--- config.mk ---
export PLATFORM = sky130hd
export DESIGN_NAME = vectrex_cart_loader
export DESIGN_NICKNAME = d
export VERILOG_FILES = /design/src/rtl/vectrex_pkg.sv /design/src/rtl/vectrex_skid_buf.sv /design/src/rtl/vectrex_cart_loader.sv
export SDC_FILE = /design/constraint.sdc
export NUM_CORES = 1
export LEC_CHECK = 0
export ABC_CLOCK_PERIOD_IN_PS = 2100
export CORE_UTILIZATION = 25
export CTS_BUF_LIST = sky130_fd_sc_hd__clkbuf_16
export CTS_CLUSTER_DIAMETER = 120
export DETAILED_ROUTE_END_ITERATION = 8
export DONT_BUFFER_PORTS = 1
export PLACE_DENSITY = 0.39
export SYNTH_ARGS = -nofsm -noshare
export SYNTH_HDL_FRONTEND = slang
export SYNTH_SLANG_ARGS = --single-unit
--- constraint.sdc ---
create_clock -name clk_sys -period 2.1 [get_ports clk_sys]
set_input_delay 0.63 -clock clk_sys [delete_from_list [all_inputs] [get_ports clk_sys]]
set_output_delay 0.63 -clock clk_sys [all_outputs]
set_load 0.01 [all_outputs]
--- src/rtl/vectrex_pkg.sv ---
// Shared types and helpers for the vectrex cart download path.
package vectrex_pkg;

    localparam int unsigned RST_HOLD_DEFAULT = 12_000_000;
    localparam int unsigned SMEAR_W          = 32;

    typedef logic [7:0] slot_t;

    typedef enum logic [1:0] {
        IDLE  = 2'd0,
        LOAD  = 2'd1,
        DRAIN = 2'd2
    } loader_state_e;

    // Sets every bit at or below the MSB of a: smallest power-of-2 mask covering a.
    function automatic logic [SMEAR_W-1:0] smear(input logic [SMEAR_W-1:0] a);
        logic [SMEAR_W-1:0] r;
        r[SMEAR_W-1] = a[SMEAR_W-1];
        for (int i = SMEAR_W - 2; i >= 0; i--) begin
            r[i] = r[i+1] | a[i];
        end
        return r;
    endfunction

endpackage

--- src/rtl/vectrex_skid_buf.sv ---
// One-entry holding register with valid/ready handshake on both sides.
module vectrex_skid_buf #(
    parameter int unsigned W = 8
) (
    input  logic         clk_sys,
    input  logic         reset_n,
    input  logic         s_valid,
    output logic         s_ready_c,
    input  logic [W-1:0] s_data,
    output logic         m_valid,
    output logic [W-1:0] m_data,
    input  logic         m_ready
);

    logic         full_q;
    logic [W-1:0] data_q;

    assign s_ready_c = ~full_q | m_ready;
    assign m_valid   = full_q;
    assign m_data    = data_q;

    always_ff @(posedge clk_sys or negedge reset_n) begin
        if (!reset_n) begin
            full_q <= 1'b0;
            data_q <= '0;
        end else if (s_valid && s_ready_c) begin
            full_q <= 1'b1;
            data_q <= s_data;
        end else if (m_ready) begin
            full_q <= 1'b0;
        end
    end

endmodule

--- src/rtl/vectrex_cart_loader.sv ---
// Routes hps_io downloads into cart slots, tracks per-slot size masks,
// and stretches the core reset around requests and downloads.
module vectrex_cart_loader
    import vectrex_pkg::*;
#(
    parameter int unsigned ADDR_W    = 15,
    parameter int unsigned IOCTL_AW  = 25,
    parameter int unsigned DATA_W    = 8,
    parameter int unsigned NUM_SLOTS = 2,
    parameter int unsigned RST_HOLD  = RST_HOLD_DEFAULT,
    localparam int unsigned SLOT_W   = (NUM_SLOTS > 1) ? $clog2(NUM_SLOTS) : 1
) (
    input  logic                        clk_sys,
    input  logic                        reset_n,
    input  logic                        ioctl_download,
    input  logic                        ioctl_wr,
    input  logic [IOCTL_AW-1:0]         ioctl_addr,
    input  logic [DATA_W-1:0]           ioctl_dout,
    input  logic [7:0]                  ioctl_index,
    output logic                        ioctl_wait,
    input  logic                        reset_req,
    input  logic                        cart_busy,
    output logic                        cart_wr,
    output logic [ADDR_W-1:0]           cart_addr,
    output logic [DATA_W-1:0]           cart_data,
    output logic [SLOT_W-1:0]           cart_slot,
    output logic [NUM_SLOTS*ADDR_W-1:0] cart_mask,
    output logic                        overflow,
    output logic                        load_done,
    output logic                        core_reset
);

    localparam int unsigned ENT_W = SLOT_W + ADDR_W + DATA_W;
    localparam int unsigned CNT_W = $clog2(RST_HOLD + 1);

    loader_state_e     state_q, state_d;
    logic              done_d;
    logic              dl_q;
    logic              dl_rise_c, entry_c, accept_en_c, in_range_c;
    logic              w_valid_c, w_ovf_c;
    slot_t             idx_mod_c;
    logic [SLOT_W-1:0] new_slot_c, slot_q, cur_slot_c;
    logic [ADDR_W-1:0] smear_c;
    logic [ADDR_W-1:0] mask_q [NUM_SLOTS];
    logic              out_adv_c, direct_c, skid_push_c, skid_ready_c, skid_full;
    logic [ENT_W-1:0]  w_ent_c, skid_ent;
    logic [CNT_W-1:0]  cnt_q;

    assign dl_rise_c   = ioctl_download & ~dl_q;
    assign entry_c     = (state_q == IDLE) & dl_rise_c;
    assign accept_en_c = (state_q == LOAD) | entry_c;
    assign in_range_c  = (ioctl_addr[IOCTL_AW-1:ADDR_W] == '0);
    assign w_valid_c   = accept_en_c & ioctl_wr & in_range_c;
    assign w_ovf_c     = accept_en_c & ioctl_wr & ~in_range_c;
    assign idx_mod_c   = ioctl_index % slot_t'(NUM_SLOTS);
    assign new_slot_c  = SLOT_W'(idx_mod_c);
    assign cur_slot_c  = entry_c ? new_slot_c : slot_q;
    assign smear_c     = ADDR_W'(smear(SMEAR_W'(ioctl_addr[ADDR_W-1:0])));
    assign w_ent_c     = {cur_slot_c, ioctl_addr[ADDR_W-1:0], ioctl_dout};

    // Output stage advances when empty or when the cart takes the pending write.
    assign out_adv_c   = ~cart_wr | ~cart_busy;
    assign direct_c    = w_valid_c & out_adv_c & ~skid_full;
    assign skid_push_c = w_valid_c & ~direct_c & skid_ready_c;
    assign ioctl_wait  = skid_full;

    vectrex_skid_buf #(.W(ENT_W)) u_skid (
        .clk_sys   (clk_sys),
        .reset_n   (reset_n),
        .s_valid   (skid_push_c),
        .s_ready_c (skid_ready_c),
        .s_data    (w_ent_c),
        .m_valid   (skid_full),
        .m_data    (skid_ent),
        .m_ready   (out_adv_c)
    );

    always_comb begin
        state_d = state_q;
        done_d  = 1'b0;
        case (state_q)
            IDLE:    if (dl_rise_c) state_d = LOAD;
            LOAD:    if (!ioctl_download) state_d = DRAIN;
            DRAIN: begin
                if (!skid_full && !cart_wr) begin
                    state_d = IDLE;
                    done_d  = 1'b1;
                end
            end
            default: state_d = IDLE;
        endcase
    end

    // Edge detector resets high so a download held across reset is not re-entered.
    always_ff @(posedge clk_sys or negedge reset_n) begin
        if (!reset_n) begin
            state_q   <= IDLE;
            dl_q      <= 1'b1;
            load_done <= 1'b0;
            slot_q    <= '0;
            overflow  <= 1'b0;
        end else begin
            state_q   <= state_d;
            dl_q      <= ioctl_download;
            load_done <= done_d;
            if (entry_c) begin
                slot_q   <= new_slot_c;
                overflow <= w_ovf_c;
            end else if (w_ovf_c) begin
                overflow <= 1'b1;
            end
        end
    end

    always_ff @(posedge clk_sys or negedge reset_n) begin
        if (!reset_n) begin
            for (int s = 0; s < NUM_SLOTS; s++) mask_q[s] <= '0;
        end else begin
            for (int s = 0; s < NUM_SLOTS; s++) begin
                if (SLOT_W'(s) == cur_slot_c) begin
                    if (entry_c)        mask_q[s] <= w_valid_c ? smear_c : '0;
                    else if (w_valid_c) mask_q[s] <= mask_q[s] | smear_c;
                end
            end
        end
    end

    always_comb begin
        cart_mask = '0;
        for (int s = 0; s < NUM_SLOTS; s++) cart_mask[s*ADDR_W +: ADDR_W] = mask_q[s];
    end

    // Skid content is older than any concurrent ioctl write, so it goes out first.
    always_ff @(posedge clk_sys or negedge reset_n) begin
        if (!reset_n) begin
            cart_wr   <= 1'b0;
            cart_slot <= '0;
            cart_addr <= '0;
            cart_data <= '0;
        end else if (out_adv_c) begin
            if (skid_full) begin
                cart_wr                           <= 1'b1;
                {cart_slot, cart_addr, cart_data} <= skid_ent;
            end else if (direct_c) begin
                cart_wr                           <= 1'b1;
                {cart_slot, cart_addr, cart_data} <= w_ent_c;
            end else begin
                cart_wr <= 1'b0;
            end
        end
    end

    always_ff @(posedge clk_sys or negedge reset_n) begin
        if (!reset_n) begin
            cnt_q      <= '0;
            core_reset <= 1'b1;
        end else begin
            if (reset_req || ioctl_download)   cnt_q <= '0;
            else if (cnt_q != CNT_W'(RST_HOLD)) cnt_q <= cnt_q + CNT_W'(1);
            core_reset <= (cnt_q < CNT_W'(RST_HOLD));
        end
    end

endmodule

==> key figures, run 1 <==
Run status
  • Outcome: complete, but fails checks
  • Violations in the final reports: negative hold slack

Pwr
  • LEAKAGE: 2.397 nW
  • Switching share of total power: 23.45%
  • Power density of the placed cells: 672.7 nW/um^2
  • Total net switching power: 0.9268 mW
  • Clock network power share: 42.8%
  • IR Drop Worst-Case VDD: 0.3417 mV
  • Sequential cell fraction of total power: 55.0%
  • Internal power: 3.026 mW
  • Design Power: 3.952 mW
  • Part of the power in combinational logic: 2.1%

Final layout
  • Syn-to-layout area delta: 16.27%
  • Non-Filler Cell Area, Final: 5876 sq um
  • Net total in the final layout: 557
  • Core occupancy in the finished layout: 29.90%
  • Filler-free cell count of the finished design: 778
  • Fill cells: 2,082
  • Share of final-layout standard cells stronger than drive strength 1: 17.54%
  • # diodes: 0
  • Area occupied by registers: 2781 sq um
  • Area of the multi-input gates: 2165 sq um

Timing
  • Final critical-path share of the clock period: 93.70%
  • Setup repair after global routing missed its margin: no
  • Count of endpoints failing setup in the final report: 0
  • Worst-margin pin slew: 0.6452 ns
  • Achievable clock frequency: 0.5082 GHz
  • Crit path time final: 1.968 ns
  • Worst clock skew: 0.01142 ns
  • Final hold viol count: 109
  • Number of max-slew violations in the final report: 0
  • Headroom to the max-slew limit: 56.99%
  • Hold Worst Slack: -0.04062 ns

Floorplan
  • Die area: 20,790 sq um
  • Initial standard-cell utilization of the core: 25.71%
  • Top-level I/O count: 106
  • Die boundary height: 144.2 microns
  • Core area: 19,650 sq um
  • Die extent in x: 144.2 microns
  • Std-Cell Rows: 51

Route
  • Avg Vias per Cell: 5.040
  • Total iterations of the first detailed-routing run: 4
  • Post-route ant nets: 0
  • Total Routed Length: 14.13 mm
  • Average wire per standard cell: 18.16 microns
  • Count of routing violations after the opening detailed-route iteration: 204
  • Vias: 3,921
  • Residual DRC count: 0

Placed design
  • Global placement routability congestion: 0.7192
  • Placed instance count: 762
  • Area after detailed placement: 5569 sq um
  • DP HPWL: 9.527 mm
  • Number of input and output port buffers inserted: 0

Clocking
  • Clk buf depth: 2
  • CTS tree: yes
  • Clock-pin transition on the worst setup and hold timing paths: 0.08 ns
  • Clock Tree Root: sky130_fd_sc_hd__clkbuf_16
  • Clock latency at the later pin of the worst-skew pair: 0.36 ns
  • CTS buffer count: 9
  • H-tree lvl count: 3
  • Number of sinks handled by clock tree synthesis: 111
  • Post-CTS setup-driven buffer insertion count: 0

GRT
  • Maximum number of pins on one net before global-route repair: 112
  • Overall overflow remaining after global route: 0
  • First-pass GRT wire length: 22.68 mm
  • Global routing usage summed across all routing layers: 14.52%
  • Number of global-route vias before repair: 4,004
  • Number of antenna violations at the first check in global routing: 0

Synth
  • Synthesized area divided by synthesized cell count: 10.29 sq um
  • Count of synthesis-stage warnings from yosys: 0
  • Most common library cells after synthesis: sky130_fd_sc_hd__dfrtp_1 (109), sky130_fd_sc_hd__nor2_1 (45), sky130_fd_sc_hd__nand2_1 (43), sky130_fd_sc_hd__a21oi_1 (38), sky130_fd_sc_hd__o21ai_0 (31)
  • Post-synthesis cell area: 5054 sq um
  • Number of standard cells after synthesis: 491
  • Distinct cell type count of the synthesized netlist: 45
  • Leading cell type by number of instances after synthesis: sky130_fd_sc_hd__dfrtp_1
  • Post-synthesis cell type with the largest combined area: sky130_fd_sc_hd__dfrtp_1
  • Synth Net Count: 540
  • Ys flop type: sky130_fd_sc_hd__dfrtp_1
  • Post-synth EDFFs: 0
  • Top cell type's share of synthesized area: 53.97%
  • Number of storage elements in the synthesis netlist: 111
  • Post-synthesis async set-or-reset flop share: 100.0%
  • Sequential fraction of the synthesis area: 55.01%
  • Cell types occupying the most area after synthesis: sky130_fd_sc_hd__dfrtp_1 (54%), sky130_fd_sc_hd__mux2_2 (5.6%), sky130_fd_sc_hd__o31a_1 (4.2%)

Setup path
  • Critical path endpoint category: flop
  • Highest fanout seen on the critical path: 22
  • Arrival time at the worst endpoint: 2.21 ns
  • Startpoint of the lowest-slack register-to-register path: state_q[1]$_DFFE_PN0P_
  • Startpoint kind of the worst setup timing path: flop
  • Origin of the worst setup path: state_q[1]$_DFFE_PN0P_
  • Kind of critical path: flop to flop
  • Worst EP required: 2.34 ns

Flow run
  • # Max-Cap Violations: 0

Min path
  • Worst hold-check path type: input pin to asynchronous set/reset pin
## per-stage QoR
stage / setup TNS [ns] / worst slack, ns
3_3_place_gp: -0.7652 / -0.03569
4_1_cts: 0 / 0.01140
6_report: 0 / 0.1323
5_1_grt: 0 / 0.02140
2_1_floorplan: -0.4060 / -0.02030
3_5_place_dp: -3.386 / -0.1303
## power groups by stage
stage               combinational [mW]  sequential, mW  clock [mW]
detailed placement              0.0842            2.22           0
global placement                0.0835            2.22           0
finish                          0.0836            2.18        1.69
floorplan                       0.0527            2.22           0
global route                    0.0947            2.18        1.85
CTS                             0.0847            2.18        1.77
## final cells by class
type | count | area share (%)
tap | 265 | 5.643
multi-input combinational | 345 | 36.84
timing repair buffer | 34 | 4.770
inverter | 7 | 0.4472
sequential | 111 | 47.34
clock buffer | 9 | 3.833
clock inverter | 7 | 1.129
## kinds of logic (layout without fill, tap and decap cells)
| family | count (synthesis) | after routing | share of synthesized area, % |
|---|---|---|---|
| compound gates | 138 | 138 | 17.16 |
| xor+xnor | 12 | 12 | 2.080 |
| fa+ha+maj | 2 | 2 | 0.4951 |
| buf+inv | 35 | 57 | 2.847 |
| flops | 111 | 111 | 55.01 |
| mux | 25 | 25 | 5.571 |
| simple gates | 168 | 168 | 16.84 |
## timing repair
item	4_1_cts	5_1_grt
hold endpoints to repair	109	109
setup endpoints to repair	0	37
gates resized for setup	0	5
## critical path, cell delays in order, from the launching register on
cell	delay (ns)
sky130_fd_sc_hd__dfrtp_1	0.47
sky130_fd_sc_hd__nor4b_2	0.31
sky130_fd_sc_hd__buf_4	0.16
sky130_fd_sc_hd__o2111ai_4	0.15
sky130_fd_sc_hd__nor2_2	0.19
sky130_fd_sc_hd__buf_12	0.21
sky130_fd_sc_hd__mux2_2	0.36
## cell usage in the layout, fill, tap and decap left out, drive strengths merged, types with 2 or more instances in the layout
master	netlist	routed
nand2	45	45
nand4	6	6
nor2	45	45
nor4b	2	2
and3	3	3
xnor2	6	6
a21oi	38	38
or4	12	12
or2	3	3
xor2	6	6
nor4	14	14
o31ai	9	9
or4b	2	2
inv	7	11
o22ai	26	26
ha	2	2
nand2b	6	6
a21o	2	2
clkbuf	21	9
clkinv	0	3
o21ai	31	31
dfstp	2	2
nor3	9	9
buf	7	34
mux2	25	25
nor2b	3	3
o41ai	2	2
nand3	13	13
dfrtp	109	109
o31a	24	24
## path summary, 6_finish.rpt
check | to | slack (ns) | depth (start not counted)
setup reg to reg | u_skid.m_data[9]$_DFFE_PN0P_ | 0.13 | 6
hold / removal | cart_addr[4]$_DFFE_PN0P_ | -0.04 | 0
max in group asynchronous | core_reset$_DFF_PN1_ | 1.90 | 0
min in group clk_sys | dl_q$_DFF_PN1_ | 0.27 | 0
hold reg to reg | core_reset$_DFF_PN1_ | 0.49 | 1
setup / recovery | u_skid.m_data[9]$_DFFE_PN0P_ | 0.13 | 6
## flip-flops by register name, summed over array words and instances (netlist names), 2 cells and up
signal         count
u_skid.m_data     24
cart_data          8
state_q            2
cart_mask         30
cart_addr         15
cnt_q             24
## metal layers
layer  part of all wire [%]  track usage [%]
met1                     45            19.11
met5                      0                0
met4                    2.3            5.817
met2                     45            22.10
met3                    7.2            4.470
Power figures use the tool's default switching activity.
==> run 2: changes to the inputs <==
- CORE_ASPECT_RATIO: default -> 1.1
==> run 2 against run 1 <==
Critical endpoint is now cnt_q[21]$_DFFE_PN0P_. The flow still finishes with violations (negative hold slack). Clock skew down 0.0013 ns. Via count fell by 2.7%. Fmax up 0.34%. Largest cell class unchanged. Clock power increased by 5%. Non-clock buffer count did not move.
==> key figures, run 2 (synthesized netlist as in run 1, its figures left out) <==
Clocking
  • Number of sinks handled by clock tree synthesis: 111
  • Clk buf depth: 2
  • CTS buffer count: 9
  • H-tree lvl count: 3
  • CTS tree: yes
  • Post-CTS setup-driven buffer insertion count: 0
  • Clock Tree Root: sky130_fd_sc_hd__clkbuf_16
  • Clock latency at the later pin of the worst-skew pair: 0.36 ns
  • Clock-pin transition on the worst setup and hold timing paths: 0.08 ns

Pwr
  • IR Drop Worst-Case VDD: 0.3452 mV
  • Power density of the placed cells: 689.4 nW/um^2
  • LEAKAGE: 2.381 nW

Run status
  • Violations in the final reports: negative hold slack
  • Outcome: complete, but fails checks

GRT
  • Overall overflow remaining after global route: 0
  • Global routing usage summed across all routing layers: 13.83%
  • Number of global-route vias before repair: 3,770
  • Maximum number of pins on one net before global-route repair: 112
  • First-pass GRT wire length: 21.38 mm
  • Number of antenna violations at the first check in global routing: 0

Final layout
  • Share of final-layout standard cells stronger than drive strength 1: 18.13%
  • Flip-flop count of the largest register, all copies and words added: 30
  • # diodes: 0
  • Net total in the final layout: 557
  • Syn-to-layout area delta: 15.75%
  • Most common cell after layout, fill and taps aside: sky130_fd_sc_hd__dfrtp_1
  • Commonest non-fill, non-tap cells in the layout: sky130_fd_sc_hd__dfrtp_1 (107), sky130_fd_sc_hd__nor2_1 (44), sky130_fd_sc_hd__nand2_1 (43)
  • Filler-free cell count of the finished design: 765
  • Fill cells: 2,093

Floorplan
  • Std-Cell Rows: 54
  • Top-level I/O count: 106
  • Initial standard-cell utilization of the core: 25.53%
  • Die area: 20,790 sq um
  • Core area: 19,800 sq um
  • Die boundary height: 151.1 microns
  • Die extent in x: 137.6 microns

Setup path
  • Startpoint kind of the worst setup timing path: flop
  • Depth of the worst register-to-register path: 5
  • Kind of critical path: flop to flop
  • Worst EP required: 2.39 ns
  • Highest fanout seen on the critical path: 16
  • Arrival time at the worst endpoint: 2.25 ns
  • Critical path endpoint category: flop

Placed design
  • DP HPWL: 9.371 mm
  • Number of input and output port buffers inserted: 0
  • Global placement routability congestion: 0.7940
  • Placed instance count: 749

Route
  • Avg Vias per Cell: 4.988
  • Post-route ant nets: 0
  • Average wire per standard cell: 18.10 microns
  • Residual DRC count: 0
  • Count of routing violations after the opening detailed-route iteration: 176
  • Vias: 3,816
  • Total Routed Length: 13.85 mm
  • Total iterations of the first detailed-routing run: 4

Timing
  • Worst clock skew: 0.01016 ns
  • Achievable clock frequency: 0.5099 GHz
  • Final critical-path share of the clock period: 93.38%
  • Headroom to the max-slew limit: 35.94%
  • Worst-margin pin slew: 0.9609 ns
  • Crit path time final: 1.961 ns
  • Hold Worst Slack: -0.03112 ns
  • Aggregate negative setup slack: 0 ns
  • Setup repair after global routing missed its margin: no
  • Number of max-slew violations in the final report: 0
  • Final hold viol count: 109
  • Count of endpoints failing setup in the final report: 0

Flow run
  • # Max-Cap Violations: 0

Min path
  • Worst hold-check path type: input pin to asynchronous set/reset pin
==> run 2: layer usage <==
| layer | global-route usage (%) | vias to the layer above | part of all wire (%) |
|---|---|---|---|
| met1 | 16.72 | 1877 | 43 |
| met5 | 0 | - | 0 |
| met2 | 22.44 | 86 | 48 |
| li1 | - | 1835 | - |
| met3 | 4.016 | 18 | 6.8 |
| met4 | 6.538 | 0 | 2.5 |
==> run 2: cell type report <==
cell class	count	area (sq um)	share of cell area [%]
sequential	111	2783	47.57
multi-input combinational	345	2170	37.09
tap	252	315.3	5.390
timing repair buffer	34	259.0	4.428
clock buffer	9	225.2	3.850
clock inverter	7	71.32	1.219
inverter	7	26.28	0.4492
==> run 2: where the power goes <==
part / internal, mW / leakage (nW) / total, mW / switching [mW]
registers: 2.16 / 1.41 / 2.18 / 0.0212
clock network: 0.927 / 0.138 / 1.77 / 0.845
logic: 0.0376 / 0.835 / 0.0839 / 0.0463
==> run 2: repair_timing <==
item                                    in CTS  in global routing
gates resized for setup                      0                  6
hold endpoints to repair                   109                109
endpoints found under the setup margin       0                 37
==> run 2: path summary, 6_finish.rpt <==
path,from,to,slack [ns]
max,cnt_q[13]$_DFFE_PN0P_,cnt_q[21]$_DFFE_PN0P_,0.14
min,reset_n,cart_mask[20]$_DFFE_PN0P_,-0.03
max reg2reg,cnt_q[13]$_DFFE_PN0P_,cnt_q[21]$_DFFE_PN0P_,0.14
min reg2reg,cnt_q[23]$_DFFE_PN0P_,core_reset$_DFF_PN1_,0.47
max in group asynchronous,reset_n,dl_q$_DFF_PN1_,1.91
min in group clk_sys,ioctl_download,dl_q$_DFF_PN1_,0.26
==> run 2: metrics by stage <==
step / power [mW] / hold WS [ns] / cell area [sq um] / setup slack [ns] / util (%)
finish: 4.032 / -0.03112 / 5849 / 0.1389 / 29.55
CTS: 4.103 / -0.05048 / 5824 / 0.06037 / 29.42
detailed placement: 2.302 / 0.3399 / 5528 / -0.08558 / 27.92
floorplan: 2.268 / 0.3344 / 5056 / -0.02030 / -
global route: 4.187 / -0.05153 / 5849 / 0.02063 / 29.55
global placement: 2.302 / 0.3390 / 5528 / -0.04997 / 27.92
==> run 2: worst max-delay path, stage by stage, from the launching register on <==
cell,delay (ns)
sky130_fd_sc_hd__dfrtp_1,0.44
sky130_fd_sc_hd__nand4_1,0.16
sky130_fd_sc_hd__or4_1,0.43
sky130_fd_sc_hd__buf_4,0.20
sky130_fd_sc_hd__or4_1,0.51
sky130_fd_sc_hd__a21oi_1,0.15
==> run 3: changes to the inputs <==
- ABC_AREA: default -> 1
- SKIP_CTS_REPAIR_TIMING: default -> 1
==> run 3 against run 2 <==
The flow still finishes with violations (negative hold slack). Critical path depth grew 6. Routed wire length decreased by 0.18%. Worst setup slack better by 0.076 ns. Worst hold slack better by 0.0014 ns. Core utilization shrank 0.26 points. Final cell count grew 22%. Combinational power grew to 5.5 times the previous value. Sequential power increased by 22%. Critical path type unchanged.
==> key figures, run 3 <==
Placed design
  • Place WS: -0.03481 ns
  • Number of input and output port buffers inserted: 0
  • DP HPWL: 9.934 mm
  • Placed instance count: 918
  • Global placement routability congestion: 0.7849

Pwr
  • IR Drop Worst-Case VDD: 0.3410 mV
  • Part of the power in combinational logic: 9.7%
  • Total net switching power: 1.325 mW
  • Clock network power share: 33.6%
  • Switching share of total power: 28.14%
  • Power density of the placed cells: 773.9 nW/um^2
  • Sequential cell fraction of total power: 56.7%
  • Internal power: 3.385 mW
  • LEAKAGE: 2.903 nW

Setup path
  • Max stage delay on crit path: 0.53 ns
  • Worst EP required: 2.34 ns
  • Startpoint kind of the worst setup timing path: flop
  • Kind of critical path: flop to flop
  • Cell with the largest stage delay on the worst path: sky130_fd_sc_hd__dfstp_2
  • Critical path endpoint category: flop
  • Cell-by-cell trace of the critical path: nor2_2, nand3_2, inv_2, or2_1, o21ai_1, inv_1, nand2_2, buf_6, nor2_1, o22ai_1, inv_1
  • Highest fanout seen on the critical path: 12
  • Most used cell along the critical path: sky130_fd_sc_hd__inv_1
  • Arrival time at the worst endpoint: 2.13 ns

Synth
  • Post-synth EDFFs: 0
  • Cell types occupying the most area after synthesis: sky130_fd_sc_hd__dfrtp_1 (51%), sky130_fd_sc_hd__inv_1 (7.2%), sky130_fd_sc_hd__nor2_1 (7.1%)
  • Count of synthesis-stage warnings from yosys: 0
  • Ys flop type: sky130_fd_sc_hd__dfrtp_1
  • Most common library cells after synthesis: sky130_fd_sc_hd__dfrtp_1 (109), sky130_fd_sc_hd__inv_1 (103), sky130_fd_sc_hd__nor2_1 (101), sky130_fd_sc_hd__nand2_1 (99), sky130_fd_sc_hd__o21ai_0 (32)
  • Synth Net Count: 677
  • Number of standard cells after synthesis: 628
  • Post-synthesis cell area: 5343 sq um
  • Synthesized area divided by synthesized cell count: 8.507 sq um
  • Post-synthesis cell type with the largest combined area: sky130_fd_sc_hd__dfrtp_1
  • Number of storage elements in the synthesis netlist: 111
  • Sequential fraction of the synthesis area: 52.04%
  • Post-synthesis async set-or-reset flop share: 100.0%
  • Distinct cell type count of the synthesized netlist: 42
  • Leading cell type by number of instances after synthesis: sky130_fd_sc_hd__dfrtp_1
  • Top cell type's share of synthesized area: 51.05%

Route
  • Avg Vias per Cell: 4.365
  • Average wire per standard cell: 14.80 microns
  • Residual DRC count: 0
  • Total Routed Length: 13.82 mm
  • Total iterations of the first detailed-routing run: 4
  • Count of routing violations after the opening detailed-route iteration: 125
  • Post-route ant nets: 0
  • Vias: 4,077

Final layout
  • Fill cells: 2,250
  • Filler-free cell count of the finished design: 934
  • Syn-to-layout area delta: 13.91%
  • Most common cell after layout, fill and taps aside: sky130_fd_sc_hd__dfrtp_1
  • Share of final-layout standard cells stronger than drive strength 1: 10.79%
  • Flip-flop count of the largest register, all copies and words added: 30
  • # diodes: 0
  • Commonest non-fill, non-tap cells in the layout: sky130_fd_sc_hd__dfrtp_1 (109), sky130_fd_sc_hd__inv_1 (105), sky130_fd_sc_hd__nor2_1 (98)
  • Net total in the final layout: 693

Timing
  • Final critical-path share of the clock period: 89.76%
  • Achievable clock frequency: 0.5305 GHz
  • Setup repair after global routing missed its margin: no
  • Headroom to the max-slew limit: 72.76%
  • Worst-margin pin slew: 0.4054 ns
  • Worst clock skew: 0.004364 ns
  • Hold Worst Slack: -0.02968 ns
  • Count of endpoints failing setup in the final report: 0
  • Final hold viol count: 80
  • Number of max-slew violations in the final report: 0
  • Setup ws final: 0.2150 ns
  • Crit path time final: 1.885 ns

GRT
  • Number of antenna violations at the first check in global routing: 0
  • Maximum number of pins on one net before global-route repair: 112
  • Global routing usage summed across all routing layers: 13.22%
  • First-pass GRT wire length: 22.17 mm
  • Number of global-route vias before repair: 4,060
  • Overall overflow remaining after global route: 0

Clocking
  • Clock-pin transition on the worst setup and hold timing paths: 0.07 ns
  • Clock Tree Root: sky130_fd_sc_hd__clkbuf_16
  • CTS tree: yes
  • Clock latency at the later pin of the worst-skew pair: 0.35 ns
  • Clk buf depth: 2
  • H-tree lvl count: 3
  • Number of sinks handled by clock tree synthesis: 111
  • CTS buffer count: 9

Flow run
  • # Max-Cap Violations: 0

Min path
  • Worst hold-check path type: input pin to asynchronous set/reset pin

Floorplan
  • Die area: 21,960 sq um
  • Core area: 20,780 sq um
  • Top-level I/O count: 106
  • Die boundary height: 155.3 microns
  • Initial standard-cell utilization of the core: 25.71%
  • Std-Cell Rows: 55
  • Die extent in x: 141.4 microns

Run status
  • Violations in the final reports: negative hold slack
  • Outcome: complete, but fails checks
==> run 3: kinds of logic (layout without fill, tap and decap cells) <==
family | after synthesis | after routing | share of synthesized area [%]
simple gates | 251 | 251 | 21.29
buf+inv | 133 | 154 | 10.30
mux | 12 | 12 | 2.248
fa+ha+maj | 2 | 2 | 0.4683
flops | 111 | 111 | 52.04
compound gates | 119 | 119 | 13.65
==> run 3: worst paths after layout <==
| path | slack, ns | end | depth (start not counted) | startpoint |
|---|---|---|---|---|
| worst min register to register | 0.48 | u_skid.m_data[18]$_DFFE_PN0P_ | 2 | u_skid.m_data[18]$_DFFE_PN0P_ |
| worst max-delay path | 0.22 | cart_mask[20]$_DFFE_PN0P_ | 11 | dl_q$_DFF_PN1_ |
| max in group asynchronous | 1.86 | dl_q$_DFF_PN1_ | 0 | reset_n |
| min in group clk_sys | 0.27 | dl_q$_DFF_PN1_ | 0 | ioctl_download |
| worst max register to register | 0.22 | cart_mask[20]$_DFFE_PN0P_ | 11 | dl_q$_DFF_PN1_ |
| worst min-delay path | -0.03 | cart_addr[2]$_DFFE_PN0P_ | 0 | reset_n |
==> run 3: area by class of cell <==
cell class	count	area (sq um)	area share, %
clock buffer	9	225.2	3.701
clock inverter	7	32.53	0.5345
inverter	112	422.9	6.949
multi-input combinational	384	2032	33.39
sequential	111	2780	45.68
tap	285	356.6	5.859
timing repair buffer	26	236.5	3.886
==> run 3: routing by layer <==
metal	vias to the layer above	global-route usage [%]	routed length (microns)	share of wire (%)
met5	-	0	0	0
met4	0	5.069	245	1.8
met3	13	3.293	821	5.9
met2	74	20.89	6283	45
met1	1941	17.37	6469	47
li1	2049	-	-	-
==> run 3: per-stage QoR <==
| stage | setup TNS [ns] | utilization (%) | area, sq um | hold WS, ns | power, mW |
|---|---|---|---|---|---|
| 2_1_floorplan | 0 | - | 5343 | 0.3344 | 2.995 |
| 5_1_grt | 0 | 29.28 | 6086 | -0.04871 | 4.957 |
| 6_report | 0 | 29.28 | 6086 | -0.02968 | 4.710 |
| 4_1_cts | 0 | 29.19 | 6067 | -0.04862 | 4.801 |
| 3_5_place_dp | -0.3958 | 27.95 | 5809 | 0.3398 | 3.180 |
| 3_3_place_gp | 0 | 27.95 | 5809 | 0.3401 | 3.171 |
==> run 3: worst max-delay path: cells and delay by family (launching register included) <==
| family | cells | cell delay [ns] |
|---|---|---|
| AO/OA/AOI/OAI | 2 | 0.27 |
| flip-flops | 1 | 0.53 |
| buffers and inverters | 4 | 0.42 |
| AND/OR/NAND/NOR | 5 | 0.55 |
==> run 3: power by group through the flow <==
| stage | Combinational [mW] | Sequential [mW] | Clock (mW) |
|---|---|---|---|
| after floorplan | 0.358 | 2.64 | 0 |
| after global placement | 0.449 | 2.72 | 0 |
| after detailed placement | 0.457 | 2.72 | 0 |
| after CTS | 0.465 | 2.68 | 1.65 |
| after global routing | 0.528 | 2.70 | 1.73 |
| final | 0.459 | 2.67 | 1.58 |
